==> config.mk <==
export PLATFORM = sky130hd
export DESIGN_NAME = program_loader
export DESIGN_NICKNAME = d
export VERILOG_FILES = /design/src/rtl/loader_pkg.sv /design/src/rtl/byte_packer.sv /design/src/rtl/program_loader.sv
export SDC_FILE = /design/constraint.sdc
export NUM_CORES = 1
export LEC_CHECK = 0
export CORE_MARGIN = 2
export CORE_UTILIZATION = 43
export DETAILED_ROUTE_END_ITERATION = 10
export HOLD_SLACK_MARGIN = 0.02
export SYNTH_ARGS = -nofsm -noshare
export SYNTH_HDL_FRONTEND = slang
export SYNTH_HIERARCHICAL = 1
export SYNTH_SLANG_ARGS = --single-unit
==> constraint.sdc <==
create_clock -name clk -period 4.89 [get_ports clk]
set_input_delay 1.467 -clock clk [delete_from_list [all_inputs] [get_ports clk]]
set_output_delay 1.467 -clock clk [all_outputs]
set_load 0.03 [all_outputs]
==> src/rtl/loader_pkg.sv <==
// Shared types and constants for the instruction-memory program loader.
// The state encoding is visible to any checker that imports this package.
package loader_pkg;

  localparam int DATA_W_DEFAULT = 24;
  localparam int BYTES_PER_WORD = DATA_W_DEFAULT / 8;

  typedef enum logic [2:0] {
    IDLE   = 3'd0,
    LEN_HI = 3'd1,
    LEN_LO = 3'd2,
    WORD   = 3'd3,
    WRITE  = 3'd4,
    CKSUM  = 3'd5,
    DONE   = 3'd6,
    ERR    = 3'd7
  } state_e;

  function automatic int bytes_per_word(input int data_w);
    return data_w / 8;
  endfunction

endpackage

==> src/rtl/byte_packer.sv <==
// Packs a stream of bytes into one instruction word, MSB first.
// last_byte flags that the next accepted byte completes the word.
module byte_packer
  import loader_pkg::*;
#(
  parameter int DATA_W = 24
) (
  input  logic              clk,
  input  logic              rst,
  input  logic              clr,
  input  logic              shift_en,
  input  logic [7:0]        byte_in,
  output logic [DATA_W-1:0] word_out,
  output logic              last_byte
);

  localparam int BPW   = bytes_per_word(DATA_W);
  localparam int IDX_W = (BPW > 1) ? $clog2(BPW) : 1;

  logic [DATA_W-1:0] word_q, word_d;
  logic [IDX_W-1:0]  idx_q, idx_d;

  assign last_byte = (idx_q == IDX_W'(BPW - 1));
  assign word_out  = word_q;

  always_comb begin
    word_d = word_q;
    idx_d  = idx_q;
    if (clr) begin
      word_d = '0;
      idx_d  = '0;
    end else if (shift_en) begin
      // Shifting left keeps the first received byte in the MSB position.
      word_d = (word_q << 8) | DATA_W'(byte_in);
      idx_d  = last_byte ? '0 : idx_q + IDX_W'(1);
    end
  end

  always_ff @(posedge clk) begin
    if (rst) begin
      word_q <= '0;
      idx_q  <= '0;
    end else begin
      word_q <= word_d;
      idx_q  <= idx_d;
    end
  end

endmodule

==> src/rtl/program_loader.sv <==
// Receives a length-prefixed, XOR-checksummed byte frame, writes it into
// instruction memory word by word, and releases the CPU only on a good image.
module program_loader
  import loader_pkg::*;
#(
  parameter int DATA_W = 24,
  parameter int ADDR_W = 10,
  parameter int DEPTH  = 1024
) (
  input  logic              clk,
  input  logic              rst,
  input  logic              load_start,
  input  logic              in_valid,
  input  logic [7:0]        in_data,
  output logic              in_ready,
  output logic              imem_we,
  output logic [ADDR_W-1:0] imem_addr,
  output logic [DATA_W-1:0] imem_wdata,
  output logic              cpu_hold,
  output logic              done,
  output logic              error
);

  // Handshake: a byte transfers on a cycle where in_valid && in_ready;
  // in_ready is decoded from the state alone and never looks at in_valid.

  localparam logic [16:0] DEPTH_V = 17'(DEPTH);

  state_e            state_q, state_d;
  logic [15:0]       n_q, n_d;
  logic [15:0]       idx_q, idx_d;
  logic [7:0]        xor_q, xor_d;
  logic [ADDR_W-1:0] addr_q, addr_d;
  logic [DATA_W-1:0] wdata_q, wdata_d;

  logic              accept;
  logic              pk_clr;
  logic              pk_shift;
  logic [DATA_W-1:0] pk_word;
  logic              pk_last;
  logic [15:0]       n_next;
  logic [15:0]       idx_inc;

  byte_packer #(.DATA_W(DATA_W)) u_packer (
    .clk      (clk),
    .rst      (rst),
    .clr      (pk_clr),
    .shift_en (pk_shift),
    .byte_in  (in_data),
    .word_out (pk_word),
    .last_byte(pk_last)
  );

  assign in_ready = (state_q == LEN_HI) || (state_q == LEN_LO) ||
                    (state_q == WORD)   || (state_q == CKSUM);
  assign accept   = in_valid && in_ready;
  assign n_next   = {n_q[15:8], in_data};
  assign idx_inc  = idx_q + 16'd1;

  assign imem_we    = (state_q == WRITE);
  assign imem_addr  = imem_we ? idx_q[ADDR_W-1:0] : addr_q;
  assign imem_wdata = imem_we ? pk_word : wdata_q;
  assign cpu_hold   = (state_q != DONE);
  assign done       = (state_q == DONE);
  assign error      = (state_q == ERR);

  always_comb begin
    state_d  = state_q;
    n_d      = n_q;
    idx_d    = idx_q;
    xor_d    = xor_q;
    addr_d   = addr_q;
    wdata_d  = wdata_q;
    pk_clr   = 1'b0;
    pk_shift = 1'b0;

    case (state_q)
      IDLE, DONE, ERR: begin
        if (load_start) begin
          state_d = LEN_HI;
          xor_d   = '0;
          idx_d   = '0;
        end
      end
      LEN_HI: begin
        if (accept) begin
          n_d     = {in_data, n_q[7:0]};
          xor_d   = xor_q ^ in_data;
          state_d = LEN_LO;
        end
      end
      LEN_LO: begin
        if (accept) begin
          n_d   = n_next;
          xor_d = xor_q ^ in_data;
          // Oversize is rejected here so imem_addr can never wrap.
          if ({1'b0, n_next} > DEPTH_V) begin
            state_d = ERR;
          end else if (n_next == 16'd0) begin
            state_d = CKSUM;
          end else begin
            state_d = WORD;
            pk_clr  = 1'b1;
          end
        end
      end
      WORD: begin
        if (accept) begin
          pk_shift = 1'b1;
          xor_d    = xor_q ^ in_data;
          if (pk_last) state_d = WRITE;
        end
      end
      WRITE: begin
        addr_d  = idx_q[ADDR_W-1:0];
        wdata_d = pk_word;
        idx_d   = idx_inc;
        state_d = (idx_inc == n_q) ? CKSUM : WORD;
      end
      CKSUM: begin
        if (accept) begin
          state_d = (in_data == xor_q) ? DONE : ERR;
        end
      end
      default: state_d = IDLE;
    endcase
  end

  always_ff @(posedge clk) begin
    if (rst) begin
      state_q <= IDLE;
      n_q     <= '0;
      idx_q   <= '0;
      xor_q   <= '0;
      addr_q  <= '0;
      wdata_q <= '0;
    end else begin
      state_q <= state_d;
      n_q     <= n_d;
      idx_q   <= idx_d;
      xor_q   <= xor_d;
      addr_q  <= addr_d;
      wdata_q <= wdata_d;
    end
  end

endmodule

==> reports/results.md, run 1 <==
| Step | Metric | This run |
|---|---|---|
| run status | Status | completed |
| worst setup path | Origin of the critical flop-to-flop path | state_q[1] |
| cts | Clock buffer count from CTS | 9 |
| worst setup path | Crit path max-delay cell type | clkdlybuf4s50_1 |
| cts | Clock tree from TritonCTS | built |
| floorplan | DIE WIDTH | 113 µm |
| global route | Antenna violations before repair | 0 |
| timing | Max_slew headroom | 46.8% |
| synthesis | Cell area after technology mapping | 5080 µm² |
| routing | Via density per instance | 5.39 |
| timing | Clock Skew | 8.99 ps |
| worst setup path | Launching element type of the critical path | flop |
| synthesis | Largest cells by area after synthesis | dfxtp_1 (41%), mux2_2 (7.5%), nor2b_1 (6.4%) |
| worst setup path | CP arrival | 2650 ps |
| final layout | Final Net Count | 618 |
| global route | Congestion Overflow GR | 0 |
| routing | Routed wire length per instance | 15.1 µm |
| global route | Global routing met1 resource utilization | 23.5% |
| synthesis | Share of flip-flops with an asynchronous set or reset after synthesis | 0% |
| floorplan | Initial core utilization | 44.3% |
| cts | Root buffer selected by CTS | clkbuf_16 |
| cts | Clock-pin slew of the registers on the worst-case setup and hold paths | 70 ps |
| timing | Final TNS setup | 0 ps |
| synthesis | Most numerous cell types in the synthesized netlist | dfxtp_1 (103), nand2_1 (56), nor2_1 (55) |
| final layout | Fraction of final layout cells sized beyond drive strength 1 | 11.8% |
| power and ir drop | Power, Total | 1.99 mW |
| global route | Global-route wire length before repair | 19.4 mm |
| synthesis | Most frequent cell after synthesis | dfxtp_1 |
| cts | Max Root-Sink Buffers | 2 |
| synthesis | Count of cell types in the netlist | 64 |
| worst setup path | Critical Path, Cell by Cell | inv_1 -> nor3_4 -> buf_4 -> mux2_2 -> clkdlybuf4s50_1 |
| cts | Number of hold-repair buffers added at the cts stage | 0 |
| global route | Most Used Layer, Global Route | met2 |
| synthesis | Share of the synthesized area in the top cell type | 40.6% |
| timing | Final-report hold violation count | 0 |
| timing | Maximum frequency from static timing analysis | 243 MHz |
| cts | Clock net sink count | 103 |
| timing | Slew at the pin closest to its max-slew limit | 798 ps |
| run | Maximum capacitance violations | 0 |
| routing | Antenna violation net count after detailed routing | 0 |
| global route | M3 GR Usage | 4.71% |
| synthesis | Number of flops mapped to enable cells by yosys | 0 |
| synthesis | Net count of the mapped netlist | 589 |
| power and ir drop | Max IR drop VDD | 0.215 mV |
| floorplan | Cell Rows | 39 |
| cts | # resized after CTS | 0 |
| place | Worst slack at placement | 1150 ps |
| final layout | Register area | 2060 µm² |
| global route | Largest net degree at the start of global routing | 42 |
| final layout | Layout overhead on the synthesized area | 14.5% |
| cts | Buffers inserted during post-CTS setup optimization | 0 |
| floorplan | Overall die area | 12,700 µm² |
| floorplan | Overall die height | 113 µm |
| final layout | ANT cells | 0 |
| worst setup path | Largest driver fanout on the critical path | 36 |
| floorplan | Boundary Pins | 51 |
| cts | H-tree level count | 3 |
| final layout | Post-layout utilization of the core | 50.8% |
| routing | TritonRoute pass-1 iters | 5 |
| routing | DR vias | 4,053 |
| place | Post-DP HPWL | 7.84 mm |
| hold path | Min-Delay Path Class | reg2reg |
| worst setup path | Element type at the critical path end | output pin |
| power and ir drop | Static power due to leakage | 2.10 nW |
| worst setup path | Setup slack on the worst flop-to-flop path | 2380 ps |
| worst setup path | CP Class | reg2out |
| synthesis | Top cell type by total area after synthesis | dfxtp_1 |
| timing | Final setup violation count | 0 |
| worst setup path | First element of the critical path | state_q[2] |
| synthesis | Number of synthesized register bits | 103 |
| worst setup path | Total buffers and inverters traversed by the critical path | 3 |
| place | Final weighted congestion in routability-driven placement | 0.861 |
| synthesis | Cells after Synth | 575 |
| power and ir drop | Total power per unit cell area | 342 nW/µm² |
| synthesis | Synthesis warning total | 6 |
| place | Number of buffer cells added on primary ports | 50 |
| synthesis | Avg Inst Size Synth | 8.84 µm² |
| routing | Total length of routed wires | 11.4 mm |
| worst setup path | Max incr delay on CP | 590 ps |
| synthesis | Part of the Yosys area used for sequential elements | 40.6% |
| floorplan | Core region area | 11,500 µm² |
| worst setup path | Required time of the critical path | 3420 ps |
| worst setup path | Worst path top cell family by delay | buffers and inverters |
| global route | Total Routing Usage GR | 18.8% |
| final layout | Total area of multi-input combinational cells | 2740 µm² |
| final layout | Filler instances | 1,053 |
| global route | GR Layer Usage met2 | 32.3% |
| cts | Insertion delay of the later-clocked pin in the worst-skew pair | 350 ps |
| timing | RSZ-0062 raised after global routing | no |
| routing | Iter 0 DRT Violations | 172 |
| timing | Smallest setup slack after layout | 777 ps |
| hold path | Origin of the worst min-delay path | n_q[3] |
| global route | Via count of the first global-routing pass | 3,941 |
| timing | Clock period minus final worst setup slack | 4110 ps |
| timing | Share of the clock period used by the worst path after layout | 84.1% |
| timing | Number of max-slew violations in the final report | 0 |
| synthesis | Most used flip-flop cell after synthesis | dfxtp_1 |
| routing | Number of design rule violations left after detail routing | 0 |
[final cells by class]
cell class	count	area share, %
Sequential cell	103	35.4
Tap cell	143	3.07
Timing Repair Buffer	55	9.16
Clock buffer	9	3.87
Inverter	7	0.451
Clock inverter	7	0.946
Multi-Input combinational cell	428	47.1
[power by group]
group	switching [mW]	internal, mW
registers	0.0509	0.873
clock network	0.332	0.352
logic	0.241	0.141
[layer usage]
| layer | wire [µm] | vias up |
|---|---|---|
| li1 | - | 2058 |
| met1 | 5210 | 1901 |
| met2 | 5540 | 85 |
| met3 | 506 | 9 |
| met4 | 112 | 0 |
| met5 | 0 | - |
[state kept, by name, indices dropped and copies added (netlist names)]
name               cells
u_packer/idx_q         2
addr_q                10
state_q                3
n_q                   16
u_packer/word_out     24
idx_q                 16
xor_q                  8
wdata_q               24
[cells in the final DEF (no fill, tap or decap), drive strengths merged, types with 11 or more instances in the layout]
master | netlist | layout
a21oi | 47 | 47
clkdlybuf4s50 | 0 | 49
dfxtp | 103 | 103
mux2 | 35 | 35
mux2i | 24 | 24
nand2 | 56 | 56
nand3 | 17 | 17
nor2 | 55 | 55
nor2b | 52 | 52
nor4 | 11 | 11
o21ai | 24 | 24
xnor2 | 12 | 12
[tightest hold or removal path, delay by kind of cell, from the launching register on]
family           cells  cell delay, ps
flip-flops           1             320
AO/OA/AOI/OAI        1              50
AND/OR/NAND/NOR      1              60
[logic make-up (layout without fill, tap and decap cells)]
logic type	Yosys count	count (layout)	share of synthesized area [%]
buffers and inverters	44	78	5.56
xor gates and xnor gates	19	19	3.27
muxes	59	59	12.5
adders and majority gates	2	2	0.492
and+or+nand+nor	250	250	26.0
DFF	103	103	40.6
AOI/OAI and AO/OA	98	98	11.5
[through the flow]
step | std cells | cell area, µm² | hold WS, ps
after floorplan | 575 | 5080 | 448
after global placement | 736 | 5540 | 462
after detailed placement | 736 | 5540 | 466
after CTS | 752 | 5820 | 475
after global routing | 752 | 5820 | 501
final | 752 | 5820 | 474
[final timing paths]
| kind | endpoint | cells after the start |
|---|---|---|
| setup / recovery | imem_wdata[23] | 5 |
| hold / removal | n_q[3] | 2 |
| setup reg to reg | idx_q[8] | 5 |
| hold reg to reg | n_q[3] | 2 |
Power figures use the tool's default switching activity.
==> run 2: changes to the inputs <==
PLACE_DENSITY = 0.65   (was not set)
clock period = 3.59 ns   (was 4.89 ns; I/O delays follow)
==> run 2 against run 1 <==
Net effect:
- worst hold slack gained 6.7 ps
- first-iteration DRC count grew 37%
- combinational power grew 46%
- total power grew 40%
- clock power grew 45%
- routed wire length grew 1.4%
- count of clock-buffer cells in the layout is the same
- via count grew 2.7%
- global-route usage shrank 0.13 points
- register-to-register slack lost 1400 ps
- critical path type unchanged
- critical endpoint is now imem_wdata[14]
- highest routed layer unchanged
==> reports/results.md, run 2 (same netlist as run 1, synthesis figures left out) <==
| Step | Metric | This run | vs previous |
|---|---|---|---|
| run status | Status | completed |  |
| worst setup path | Capturing instance or port of the critical path | imem_wdata[14] |  |
| final layout | Register area | 2060 µm² | unchanged |
| hold path | Min-Delay Path Class | reg2reg |  |
| global route | Antenna violations before repair | 0 | unchanged |
| power and ir drop | Sequential fraction of design power | 44.5% | -1.9 points |
| final layout | Post-layout utilization of the core | 51.8% | +1.0 points |
| global route | Global-route wire length before repair | 19.4 mm | about the same |
| global route | Total Routing Usage GR | 18.7% | -0.13 points |
| timing | Slew at the pin closest to its max-slew limit | 856 ps | +58.2 ps |
| place | Number of buffer cells added on primary ports | 50 | unchanged |
| worst setup path | First element of the critical path | state_q[1] |  |
| timing | Final setup violation count | 0 | unchanged |
| final layout | Final std cell area, no fill | 5940 µm² | +2.0% |
| power and ir drop | Clk network pwr share | 35.4% | +1.1 points |
| timing | Number of max-slew violations in the final report | 0 | unchanged |
| place | Final weighted congestion in routability-driven placement | 0.873 | +1.5% |
| timing | Clock period minus final worst setup slack | 3420 ps |  |
| timing | Clock Skew | 10.4 ps | +1.40 ps |
| floorplan | Core region area | 11,500 µm² | unchanged |
| hold path | Origin of the worst min-delay path | n_q[3] |  |
| worst setup path | CP Class | reg2out |  |
| place | Post-DP HPWL | 8.04 mm | +2.5% |
| timing | Final TNS setup | 0 ps | unchanged |
| final layout | ANT cells | 0 | unchanged |
| worst setup path | Largest driver fanout on the critical path | 36 | unchanged |
| global route | Via count of the first global-routing pass | 4,016 | +1.9% |
| final layout | Final Net Count | 628 | +1.6% |
| worst setup path | CP arrival | 2340 ps | -310 ps |
| worst setup path | Element type at the critical path end | output pin |  |
| power and ir drop | Total power per unit cell area | 470 nW/µm² | +37% |
| final layout | Commonest cells after routing, fill and taps aside | dfxtp_1 (103), nand2_1 (56), nor2_1 (55) |  |
| cts | Insertion delay of the later-clocked pin in the worst-skew pair | 350 ps | about the same |
| cts | Clock tree from TritonCTS | built |  |
| floorplan | Overall die height | 113 µm | unchanged |
| cts | Clock net sink count | 103 | unchanged |
| power and ir drop | Cell internal power dissipation | 1.90 mW | +39% |
| cts | Max Root-Sink Buffers | 2 | unchanged |
| routing | Antenna violation net count after detailed routing | 0 | unchanged |
| timing | Maximum frequency from static timing analysis | 292 MHz |  |
| routing | Iter 0 DRT Violations | 235 | +37% |
| worst setup path | Origin of the critical flop-to-flop path | state_q[1] |  |
| worst setup path | Destination of the worst register-to-register timing path | u_packer/word_out[21] |  |
| cts | Clock-pin slew of the registers on the worst-case setup and hold paths | 80 ps | about the same |
| routing | Total length of routed wires | 11.5 mm | +1.4% |
| cts | Buffers inserted during post-CTS setup optimization | 0 | unchanged |
| worst setup path | Number of cells traversed by the worst register-to-register path | 6 | +1 |
| power and ir drop | Sw Ratio | 31.9% | +0.54 points |
| final layout | Fraction of final layout cells sized beyond drive strength 1 | 13.2% | +1.4 points |
| power and ir drop | Switching power of the nets | 890 µW | +43% |
| timing | RSZ-0062 raised after global routing | no |  |
| floorplan | DIE WIDTH | 113 µm | unchanged |
| routing | Number of design rule violations left after detail routing | 0 | unchanged |
| timing | Max_slew headroom | 42.9% | -3.9 points |
| floorplan | Initial core utilization | 44.3% | unchanged |
| floorplan | Boundary Pins | 51 | unchanged |
| place | Placement-stage cell area | 5630 µm² | +1.6% |
| global route | Largest net degree at the start of global routing | 79 | +88% |
| cts | Root buffer selected by CTS | clkbuf_16 |  |
| cts | # resized after CTS | 0 | unchanged |
| routing | TritonRoute pass-1 iters | 5 | unchanged |
| routing | Routed wire length per instance | 15.1 µm | +0.11% |
| worst setup path | Setup slack on the worst flop-to-flop path | 940 ps | -1440 ps |
| timing | Final-report hold violation count | 0 | unchanged |
| worst setup path | Launching element type of the critical path | flop |  |
| final layout | Total area of multi-input combinational cells | 2740 µm² | unchanged |
| routing | Via density per instance | 5.46 | +1.3% |
| final layout | Most common library cell in the layout ignoring fill and taps | dfxtp_1 |  |
| final layout | Filler instances | 1,083 | +2.8% |
| final layout | Layout overhead on the synthesized area | 16.8% |  |
| cts | Clock buffer count from CTS | 9 | unchanged |
| global route | Congestion Overflow GR | 0 | unchanged |
| cts | Number of hold-repair buffers added at the cts stage | 0 | unchanged |
| power and ir drop | Static power due to leakage | 2.16 nW | +3.1% |
| floorplan | Overall die area | 12,700 µm² | unchanged |
| run | Maximum capacitance violations | 0 | unchanged |
| cts | H-tree level count | 3 | unchanged |
| worst setup path | Required time of the critical path | 2510 ps | -910 ps |
| timing | Share of the clock period used by the worst path after layout | 95.3% |  |
| power and ir drop | Power share of the combinational group | 20.0% | +0.8 points |
| floorplan | Cell Rows | 39 | unchanged |
| power and ir drop | Max IR drop VDD | 0.263 mV | +22% |
| routing | DR vias | 4,162 | +2.7% |
## run 2: cell count changes in the layout (fill, tap and decap cells not counted)
| cell | previous run | this run |
|---|---|---|
| buf_12 | 0 | 1 |
| buf_4 | 5 | 14 |
| clkinv_2 | 2 | 0 |
| clkinv_4 | 1 | 2 |
| clkinv_8 | 0 | 2 |
| clkinvlp_4 | 1 | 0 |
| inv_6 | 2 | 0 |
| inv_8 | 1 | 3 |
## run 2: worst min path at each step
| stage | endpoint | cells after the start |
|---|---|---|
| after global routing | n_q[0] | 2 |
| final | n_q[3] | 2 |
| after detailed placement | n_q[3] | 2 |
| after CTS | n_q[3] | 2 |
| after global placement | n_q[0] | 2 |
| after floorplan | n_q[6] | 2 |
## run 2: critical path, cell delays in order, from the launching register on
cell	delay, ps
dfxtp_1	470
nor3_4	260
buf_12	250
mux2_2	380
clkdlybuf4s50_1	600
## run 2: layout make-up
cell class	instances	area share [%]
clock buffer	9	3.79
clock inverter	7	1.41
inverter	7	0.443
multi-input combinational	428	46.2
sequential	103	34.7
tap	143	3.01
timing repair buffer	65	10.5
## run 2: stage by stage
stage	setup slack [ps]	hold slack, ps	std cells	total power [mW]
floorplan	863	448	575	1.67
global placement	164	468	746	1.81
detailed placement	114	471	746	1.83
CTS	142	482	762	2.82
global route	68.4	497	762	2.94
finish	170	481	762	2.79
## run 2: power groups by stage
stage	registers [mW]	clock network [mW]	logic [mW]
6_report	1.24	0.989	0.559
2_1_floorplan	1.24	0	0.427
3_3_place_gp	1.27	0	0.548
4_1_cts	1.24	1.01	0.561
5_1_grt	1.25	1.06	0.631
3_5_place_dp	1.27	0	0.557
## run 2: routing by layer
metal / up-vias / track usage, % / wire length (µm)
met5: - / 0 / 0
met3: 15 / 4.61 / 493
met2: 91 / 32.5 / 5800
li1: 2086 / - / -
met4: 0 / 5.69 / 159
met1: 1970 / 22.8 / 5080
